**config.mk**
```make
export PLATFORM = sky130hd
export DESIGN_NAME = cluster_egress_arbiter
export DESIGN_NICKNAME = d
export VERILOG_FILES = /design/src/rtl/pe_types_pkg.sv /design/src/rtl/cluster_egress_arbiter_rr_arbiter.sv /design/src/rtl/cluster_egress_arbiter.sv
export SDC_FILE = /design/constraint.sdc
export NUM_CORES = 1
export LEC_CHECK = 0
export ABC_AREA = 1
export BUFFER_PORTS_ARGS = -buffer_cell sky130_fd_sc_hd__buf_2
export CAP_MARGIN = 20
export CORE_ASPECT_RATIO = 1.25
export CORE_MARGIN = 1
export CORE_UTILIZATION = 44
export CTS_BUF_LIST = sky130_fd_sc_hd__clkbuf_8
export CTS_CLUSTER_SIZE = 20
export DETAILED_ROUTE_END_ITERATION = 10
export GPL_TIMING_DRIVEN = 0
export PLACE_DENSITY = 0.9
export SYNTH_ARGS = -nofsm -noshare
export SYNTH_HDL_FRONTEND = slang
export SYNTH_SLANG_ARGS = --single-unit
```
**constraint.sdc**
```tcl
create_clock -name clk -period 3.3 [get_ports clk]
set_input_delay 0.825 -clock clk [delete_from_list [all_inputs] [get_ports clk]]
set_output_delay 0.825 -clock clk [all_outputs]
set_load 0.01 [all_outputs]
```
**src/rtl/pe_types_pkg.sv**
```systemverilog
// Shared processing-element types: packet format, cluster port encoding and port count.
package pe_types;

  localparam int unsigned CLUSTER_SIDES = 8;

  typedef struct packed {
    logic [3:0]  pid;
    logic [15:0] payload;
  } packet_t;

  // Cluster egress/ingress port identifiers; the value is the port index.
  typedef enum logic [2:0] {
    SR, SL, NR, NL, WL, WR, EL, ER
  } cluster_port_t;

endpackage

```
**src/rtl/cluster_egress_arbiter_rr_arbiter.sv**
```systemverilog
// Combinational round-robin arbiter: picks the first requester at or after ptr,
// wrapping modulo N. Produces one-hot grant plus its index; no grant unless advance.
module rr_arbiter #(
  parameter int unsigned N = 8,
  localparam int unsigned IW = (N > 1) ? $clog2(N) : 1
) (
  input  logic [N-1:0]  req,
  input  logic [IW-1:0] ptr,
  input  logic          advance,
  output logic [N-1:0]  grant,
  output logic [IW-1:0] grant_idx,
  output logic          grant_valid
);

  // Rotating priority search starting at ptr.
  always_comb begin
    logic [IW-1:0] idx;
    grant       = '0;
    grant_idx   = '0;
    grant_valid = 1'b0;
    idx         = '0;
    if (advance) begin
      for (int unsigned k = 0; k < N; k++) begin
        idx = IW'((32'(ptr) + k) % N);
        if (!grant_valid && req[idx]) begin
          grant[idx]  = 1'b1;
          grant_idx   = idx;
          grant_valid = 1'b1;
        end
      end
    end
  end

endmodule

```
**src/rtl/cluster_egress_arbiter.sv**
```systemverilog
// Drains the cluster egress FIFOs onto one packet stream with round-robin
// arbitration and a single registered output slot (valid/ready).
// Optional per-port saturating grant counters: define CLUSTER_EGRESS_STATS_EN.
module cluster_egress_arbiter
  import pe_types::*;
#(
  parameter int unsigned SIDES  = CLUSTER_SIDES,
  parameter int unsigned STAT_W = 16,
  localparam int unsigned PW = $clog2(SIDES)
) (
  input  logic                  clk,
  input  logic                  rst,
  input  logic    [SIDES-1:0]   egress_empty,
  input  packet_t [SIDES-1:0]   egress_rdata,
  output logic    [SIDES-1:0]   egress_deq,
  output logic                  out_valid,
  input  logic                  out_ready,
  output packet_t               out_pkt,
  output logic    [PW-1:0]      out_port
`ifdef CLUSTER_EGRESS_STATS_EN
  ,
  input  logic    [PW-1:0]      stat_sel,
  output logic    [STAT_W-1:0]  stat_count
`endif
);

  // Counter width is validated in every build so parameter overrides stay portable.
  if (STAT_W == 0) begin : g_stat_w_zero
    $error("STAT_W must be nonzero");
  end

  logic [PW-1:0]    rr_ptr;
  logic             slot_free;
  logic             advance;
  logic [SIDES-1:0] grant;
  logic [PW-1:0]    grant_idx;
  logic             grant_valid;

  assign slot_free = !out_valid || out_ready;
  assign advance   = slot_free && !rst;

  rr_arbiter #(.N(SIDES)) u_rr (
    .req         (~egress_empty),
    .ptr         (rr_ptr),
    .advance     (advance),
    .grant       (grant),
    .grant_idx   (grant_idx),
    .grant_valid (grant_valid)
  );

  assign egress_deq = grant;

  // Output slot: load on grant, empty on accept without refill; pointer moves past the winner.
  always_ff @(posedge clk) begin
    if (rst) begin
      out_valid <= 1'b0;
      out_pkt   <= '0;
      out_port  <= '0;
      rr_ptr    <= '0;
    end else if (grant_valid) begin
      out_valid <= 1'b1;
      out_pkt   <= egress_rdata[grant_idx];
      out_port  <= grant_idx;
      rr_ptr    <= (grant_idx == PW'(SIDES - 1)) ? '0 : grant_idx + 1'b1;
    end else if (out_ready) begin
      out_valid <= 1'b0;
    end
  end

`ifdef CLUSTER_EGRESS_STATS_EN
  logic [STAT_W-1:0] stat_cnt [SIDES];

  // Per-port grant counters, saturating at all-ones.
  always_ff @(posedge clk) begin
    if (rst) begin
      for (int unsigned i = 0; i < SIDES; i++) begin
        stat_cnt[i] <= '0;
      end
    end else if (grant_valid && (stat_cnt[grant_idx] != '1)) begin
      stat_cnt[grant_idx] <= stat_cnt[grant_idx] + 1'b1;
    end
  end

  assign stat_count = stat_cnt[stat_sel];
`endif

endmodule

```
# Yosys cells after proc, flatten, opt, wreduce, memory -nomap -nowiden
# Cells that the tools add are included.
# Widths: inputs -> output; s select.
# classes
add_sub_neg	8
order_cmp	17
eq_ne	1
mux	78
bitwise	8
n_reduce_logical	27
# op_table
operator	n
$mux 8	16
$bmux 20 s3	1
$or 8x8->8	7
$lt 3x4->1 const B	9
$mux 1	34
$mux 3	10
$bmux 1 s3	8
$demux 1 s3	8
$ge 3x1->1 const B	8
$mux 20	1
$logic_and 1x1->1	16
$add 3x3->3 const B	4
$logic_not 1->1	9
$not 8->8	1
$add 3x1->3 const B	2
$add 3x2->3 const B	2
$eq 3x3->1 const B	1
$reduce_bool 2->1	1
$logic_or 1x1->1	1
# word_totals
ff_bits	27
in_bits	171
wordCells	144

# Longest topological paths before layout
# Gate-level depths: netlist of run 1.
# depth
word_depth	35
depth_mapped	25

# Hierarchy
# From an unflattened synthesis of run 1, not the netlist that was laid out.
# unflattened
hier_cells	870
area_unflattened_um2	4429.2
# modules_own_cells
mod	instances	cells_per_inst	area_each_um2	seq_area_each_um2
cluster_egress_arbiter	1	559	2837.7	540.5
rr_arbiter	1	311	1591.5	0.0

# Worst setup path after synthesis of run 1
# No wires, ideal clock.
# synth_path
path_type	register -> output
start	register rr_ptr[0]
end	output egress_deq[0]
arrival_ns	2.502
path_slack_ns	-0.027
stages_incl_launch_ff	17
n_path_buf	2
path_cell_list	dfxtp_1 -> inv_2 -> buf_6 -> clkbuf_1 -> ha_1 -> inv_1 -> nand3_1 -> nand3_2 -> nand2_4 -> nand4_4 -> nor2_1 -> inv_1 -> o21ai_0 -> a21oi_1 -> o221ai_1 -> a21oi_1 -> nor2_1
# synth_via
elab_chain_cells	32
# synth_rtl
item	line_no	rtl
start, declared	cluster_egress_arbiter.sv:32	logic [PW-1:0] rr_ptr;
start signal, assigned	cluster_egress_arbiter.sv:64	rr_ptr <= (grant_idx == PW'(SIDES - 1)) ? '0 : grant_idx + 1'b1;
parallel branches: the longest is 30 deep, another holds $lt 3x4->1	n/a	
$mux 8 *	cluster_egress_arbiter_rr_arbiter.sv:25	if (!grant_valid && req[idx]) begin
$mux 8 *	cluster_egress_arbiter_rr_arbiter.sv:22	if (advance) begin
end, declared	cluster_egress_arbiter.sv:15	output logic [SIDES-1:0] egress_deq,
# Mark *: on every way between the ends. The select of a mux whose other input is x is not followed.

# Final worst setup path of run 1
# layout_path
start	register rr_ptr[0]
end	output egress_deq[7]
# Same word-level chain as after synthesis.

==> results of run 1 <==
[registers in the layout, summed over array words and instances, names as in the netlist]
name and count:
out_port 3, out_pkt 20, rr_ptr 3, out_valid 1
[worst paths after layout]
check / startpoint / end / depth (start not counted)
max: rr_ptr[0]$_SDFFE_PP0P_ / egress_deq[7] / 18
min: out_port[2]$_SDFFE_PP0P_ / out_port[2]$_SDFFE_PP0P_ / 2
max reg2reg: rr_ptr[0]$_SDFFE_PP0P_ / rr_ptr[2]$_SDFFE_PP0P_ / 20
min reg2reg: out_port[2]$_SDFFE_PP0P_ / out_port[2]$_SDFFE_PP0P_ / 2
[layer usage]
metal	wire (microns)	GRT usage	vias up
li1	-	-	3000
met1	6140	0.378	2772
met2	8650	0.597	389
met3	1460	0.0454	70
met4	814	0.180	0
met5	0	0	-
[cells by family (layout without fill, tap and decap cells)]
logic type      count (synthesis)  after routing  share of synthesized area
buf+inv                       132            359                      0.144
fa+ha+maj                       8              8                     0.0238
flops                          27             27                      0.128
simple gates                  539            539                      0.619
compound gates                 58             58                     0.0845
[through the flow]
| stage | std cells | power (W) | utilization |
|---|---|---|---|
| after global placement | 1089 | 0.00260 | 0.584 |
| final | 1114 | 0.00313 | 0.640 |
| after global routing | 1114 | 0.00337 | 0.640 |
| after detailed placement | 1089 | 0.00262 | 0.584 |
| after floorplan | 764 | 0.00199 | - |
| after CTS | 1109 | 0.00295 | 0.620 |
[power breakdown]
| group | internal [W] | switching (W) | leakage [nW] |
|---|---|---|---|
| Sequential | 0.000431 | 0.0000634 | 0.227 |
| Combinational | 0.000908 | 0.00154 | 3.00 |
| Clock | 0.0000859 | 0.000107 | 0.0217 |
| Total | 0.00143 | 0.00171 | 3.25 |
[cell usage after synthesis (all sizes together)]
cell	count
a211oi	2
a21oi	23
a221oi	5
a22o	2
a31oi	1
buf	34
clkbuf	16
clkinv	2
dfxtp	27
ha	8
inv	80
nand2	252
nand3	205
nand3b	39
nand4	4
nor2	22
nor3	17
o2111ai	2
o211ai	2
o21ai	15
o21bai	1
o221ai	3
o22ai	2
[worst max-delay path, cell delays in order (launching register included)]
cell and delay (ps):
dfxtp_4 390, inv_4 40, buf_8 110, clkbuf_16 130, ha_4 310, inv_4 60, nand3_1 120, nand3_2 90
nand2_2 120, inv_2 70, nand2_2 110, inv_4 70, a21oi_2 120, o21ai_1 90, a21oi_1 120, o221ai_1 120
a21oi_1 200, nor2_1 60, buf_2 150
[area by class of cell]
cell class | count | share of cell area
inverters | 82 | 0.0577
clock buffers | 3 | 0.00700
clock inverters | 1 | 0.00127
flip-flops and latches | 27 | 0.0935
repair buffers | 224 | 0.201
multi-input cells | 605 | 0.552
plain buffers | 49 | 0.0617
well taps | 123 | 0.0261
[repair_timing]
item / in CTS / in global routing
resized for setup: 49 / 54
hold endpoints to repair: 0 / 0
pin swaps: 15 / 19
endpoints found under the setup margin: 32 / 27
setup buffers: 17 / 5
==> results.json, run 1 <==
{
  "overflow": 0,
  "holdWs_ps": 467,
  "cts_buffers": 3,
  "initialDrtViolationCount": 405,
  "die_y_microns": 111,
  "multi_input_area_sq_um": 3260,
  "r2r_slack_ps": 40,
  "worstMarginPinSlew_ps": 455,
  "area_delta_synth_final_pct": 40.3,
  "stdcell_area_sq_um": 5900,
  "synth_area_sq_um": 4210,
  "cts_tree": "yes",
  "initial_core_util": 0.456,
  "grt_pass1_wl_microns": 26600,
  "grt_pass1_vias": 5890,
  "skew_ps": 4.94,
  "final_antenna_net_count": 0,
  "dp_hpwl_microns": 13000,
  "hold_violations": 0,
  "end_kind": "primary output",
  "dr.pass1.iters": 5,
  "nFillCells": 873,
  "port_buffers": 202,
  "synth_cells": 764,
  "timing.fmax_mhz": 279,
  "final_nets": 1171,
  "cts_root_buffer": "clkbuf_8",
  "ir_worst_vdd_v": 0.000347,
  "yosysUniqueCellTypes": 36,
  "die_w_microns": 89.5,
  "antenna_found_initial": 0,
  "fp.coreArea_sq_um": 9220,
  "drc": 0,
  "slew_headroom": 0.697,
  "rsz0062_at_grt": "true",
  "ys.warnings.count": 0,
  "final_common_cell": "nand2_1",
  "boundaryPins": 203,
  "drt-total-wl_microns": 17100,
  "period_share": 1.09,
  "criticalPathCategory": "flip-flop to primary output",
  "die_area_sq_um": 9960,
  "synth_top_area_frac": 0.234,
  "final_cell_mix": "nand2_1 (237), buf_2 (212), nand3_1 (191)",
  "seq_area_frac_synth": 0.128,
  "synth_fp_nets": 943,
  "status": "finished with violations",
  "postSynthAreaPerCell_sq_um": 5.51,
  "grt_usage": 0.337,
  "vias": 6231,
  "worstPathArrival_ps": 2760,
  "rows": 39,
  "drive_gt1_frac": 0.349,
  "synth_top_cell_by_area": "nand3_1",
  "clk_pin_slew_worst_paths_ps": 90,
  "wl_per_cell_microns": 15.3,
  "hp-class": "flip-flop to flip-flop",
  "worst_slack_ps": -285,
  "maxCapViolations": 0,
  "report.final.slew_viol_count": 0,
  "violations": "setup timing",
  "power.density_nw_per_um2": 531,
  "required_ps": 2470,
  "layout_min_cycle_time_ps": 3590,
  "regArea_sq_um": 552,
  "start_kind": "flip-flop",
  "cts.sinks": 27,
  "ys_ff_latch": 27,
  "num_antenna_cells": 0,
  "cts_max_level": 1,
  "fin_tns_setup_ps": -1950,
  "synth_area_leaders": "nand3_1 (23%), nand2_1 (22%), dfxtp_1 (13%)",
  "insertion_delay_ps": 280,
  "setup_viol_count_final": 8,
  "grt_max_degree": 17,
  "holdBufCountCts": 0,
  "place_congestion": 0.981,
  "power.leakage_nw": 3.25,
  "clk_path_buf_depth": 2,
  "cp_max_fo": 8,
  "pre_cts_ws_ps": -602,
  "placed_cell_area_sq_um": 5380,
  "vias_per_cell": 5.59
}
(Power assumes the default switching activity.)
==> inputs of run 2 (changes only) <==
--- a/config.mk
+++ b/config.mk
@@ -8,14 +8,13 @@
 export ABC_AREA = 1
 export BUFFER_PORTS_ARGS = -buffer_cell sky130_fd_sc_hd__buf_2
 export CAP_MARGIN = 20
-export CORE_ASPECT_RATIO = 1.25
 export CORE_MARGIN = 1
 export CORE_UTILIZATION = 44
 export CTS_BUF_LIST = sky130_fd_sc_hd__clkbuf_8
 export CTS_CLUSTER_SIZE = 20
 export DETAILED_ROUTE_END_ITERATION = 10
 export GPL_TIMING_DRIVEN = 0
-export PLACE_DENSITY = 0.9
+export PLACE_DENSITY_LB_ADDON = 0.08
 export SYNTH_ARGS = -nofsm -noshare
 export SYNTH_HDL_FRONTEND = slang
 export SYNTH_SLANG_ARGS = --single-unit
==> run 2 against run 1 <==
  * Via count shrank 2.2%
  * Final cell count rose by 1.6%
  * Maximum frequency up 0.12%
  * Non-clock buffer count increased by 11
  * Total power increased by 4.5%
  * Largest cell class unchanged
  * Core utilization increased by 2.7 points
  * Critical path depth is 2 lower
  * Global-route usage shrank 1.8 points
  * Clock skew up 5.7 ps
  * Clock power hardly changed
  * Sequential cell count stayed put
  * The flow still finishes with violations (setup timing)
  * Critical path type unchanged
==> results.json, run 2 (synthesized netlist as in run 1, its figures left out) <==
{
  "status": "finished with violations",
  "violations": "setup timing",
  "dr.pass1.iters": 5,
  "cp-startpoint": "rr_ptr[2]$_SDFFE_PP0P_",
  "cts_max_level": 1,
  "period_share": 1.09,
  "maxCapViolations": 0,
  "top_regs": "out_pkt: 20 flops, out_port: 3 flops, rr_ptr: 3 flops",
  "regArea_sq_um": 549,
  "end_kind": "primary output",
  "fp.coreArea_sq_um": 9240,
  "wl_per_cell_microns": 14.9,
  "fin_tns_setup_ps": -1860,
  "max_stage_delay_ps": 440,
  "start_kind": "flip-flop",
  "ir_worst_vdd_v": 0.000341,
  "power.leakage_nw": 3.35,
  "num_antenna_cells": 0,
  "final_antenna_net_count": 0,
  "rsz0062_at_grt": "true",
  "clk_pin_slew_worst_paths_ps": 100,
  "cts_root_buffer": "clkbuf_8",
  "drive_gt1_frac": 0.373,
  "cts_tree": "yes",
  "report.final.slew_viol_count": 0,
  "drc": 0,
  "final_cell_mix": "nand2_1 (238), buf_2 (215), nand3_1 (175)",
  "timing.fmax_mhz": 279,
  "cp_cell_sequence": "inv_2 -> ha_4 -> inv_1 -> nand3_1 -> nand2_2 -> inv_1 -> nor2_4 -> nand2_2 -> inv_4 -> a21oi_2 -> o21ai_1 -> a21oi_1 -> o221ai_2 -> a21oi_2 -> nor2_1 -> buf_2",
  "holdBufCountCts": 0,
  "initialDrtViolationCount": 428,
  "regMostFlops": "out_pkt",
  "initial_core_util": 0.455,
  "vias": 6097,
  "layout_min_cycle_time_ps": 3580,
  "final_common_cell": "nand2_1",
  "slowest_stage": "dfxtp_2",
  "reg2reg_from": "rr_ptr[0]$_SDFFE_PP0P_",
  "rr_worst_depth": 24,
  "rows": 35,
  "area_delta_synth_final_pct": 46.5,
  "worstSetupEndpoint": "egress_deq[0]",
  "vias_per_cell": 5.39,
  "grt_pass1_vias": 5397,
  "power.density_nw_per_um2": 531,
  "place_congestion": 0.935,
  "criticalPathCategory": "flip-flop to primary output",
  "overflow": 0,
  "boundaryPins": 203,
  "drt-total-wl_microns": 16900,
  "die_y_microns": 99.8,
  "hp-class": "flip-flop to flip-flop",
  "clk_path_buf_depth": 2,
  "dp_hpwl_microns": 12500,
  "insertion_delay_ps": 280,
  "grt_usage": 0.319,
  "antenna_found_initial": 0,
  "die_area_sq_um": 9960,
  "grt_max_degree": 15,
  "cp_max_fo": 9,
  "worstMarginPinSlew_ps": 530,
  "worst_slack_ps": -281,
  "skew_ps": 10.7,
  "hold_violations": 0,
  "multi_input_area_sq_um": 3400,
  "slew_headroom": 0.647,
  "cts_buffers": 3,
  "r2r-end": "out_pkt[1]$_SDFFE_PP0P_",
  "required_ps": 2470,
  "setup_viol_count_final": 11,
  "grt_pass1_wl_microns": 25800,
  "largest_reg_flops": 20,
  "hold_depth": 2,
  "r2r_slack_ps": -20,
  "nFillCells": 895,
  "cts.sinks": 27,
  "port_buffers": 202,
  "final_nets": 1183,
  "worstPathArrival_ps": 2760,
  "die_w_microns": 99.8,
  "pre_cts_ws_ps": -545
}
-- run 2: cell count changes in the layout (fill, tap and decap cells not counted), sizes merged --
cell	before	now
buf	251	264
inv	79	81
clkbuf	25	23
clkinvlp	3	1
nor2	22	23
-- run 2: critical path: cells and delay by family, from the launching register on --
kind | cells | cell delay [ps]
buffers and inverters | 5 | 640
AOI/OAI and AO/OA | 5 | 640
DFF | 1 | 440
and+or+nand+nor | 5 | 410
adders and majority gates | 1 | 330
-- run 2: area by class of cell --
type	count	share of cell area
sequential	27	0.0891
multi-input combinational	606	0.551
clock inverter	1	0.000609
inverter	82	0.0562
timing repair buffer	235	0.209
buffer	49	0.0613
clock buffer	3	0.00670
tap	129	0.0262
-- run 2: what timing repair did --
action                     4_1_cts  5_1_grt
pin swaps                       16       35
cloned                           0        2
resized for setup               52       81
setup endpoints to repair       32       30
buffers inserted                17       15
-- run 2: routing by layer --
metal	GRT usage	vias to the layer above	part of all wire
li1	-	3011	-
met1	0.414	2679	0.41
met2	0.554	345	0.48
met3	0.0279	62	0.075
met4	0.105	0	0.035
met5	0	-	0
-- run 2: where the power goes --
group          switching (W)  total [W]  internal (W)
clock               0.000107   0.000190     0.0000836
sequential         0.0000711   0.000503      0.000432
combinational        0.00159    0.00258      0.000994
-- run 2: worst min-delay path by stage --
stage | from | endpoint | slack [ps]
final | out_port[2]$_SDFFE_PP0P_ | out_port[2]$_SDFFE_PP0P_ | 470
after global routing | out_port[2]$_SDFFE_PP0P_ | out_port[2]$_SDFFE_PP0P_ | 510
after CTS | out_port[2]$_SDFFE_PP0P_ | out_port[2]$_SDFFE_PP0P_ | 480
after detailed placement | out_port[2]$_SDFFE_PP0P_ | out_port[2]$_SDFFE_PP0P_ | 460
after global placement | out_port[0]$_SDFFE_PP0P_ | out_port[0]$_SDFFE_PP0P_ | 450
after floorplan | out_port[0]$_SDFFE_PP0P_ | out_port[0]$_SDFFE_PP0P_ | 480
-- run 2: metrics by stage --
step                      cells  total power, W  utilization  hold slack [ps]  cell area [sq um]
after CTS                  1116         0.00294        0.620              476               5730
after global routing       1132         0.00353        0.667              508               6160
after floorplan             764         0.00199            -              484               4220
final                      1132         0.00328        0.667              472               6160
after global placement     1095         0.00260        0.583              453               5390
after detailed placement   1095         0.00261        0.583              460               5390
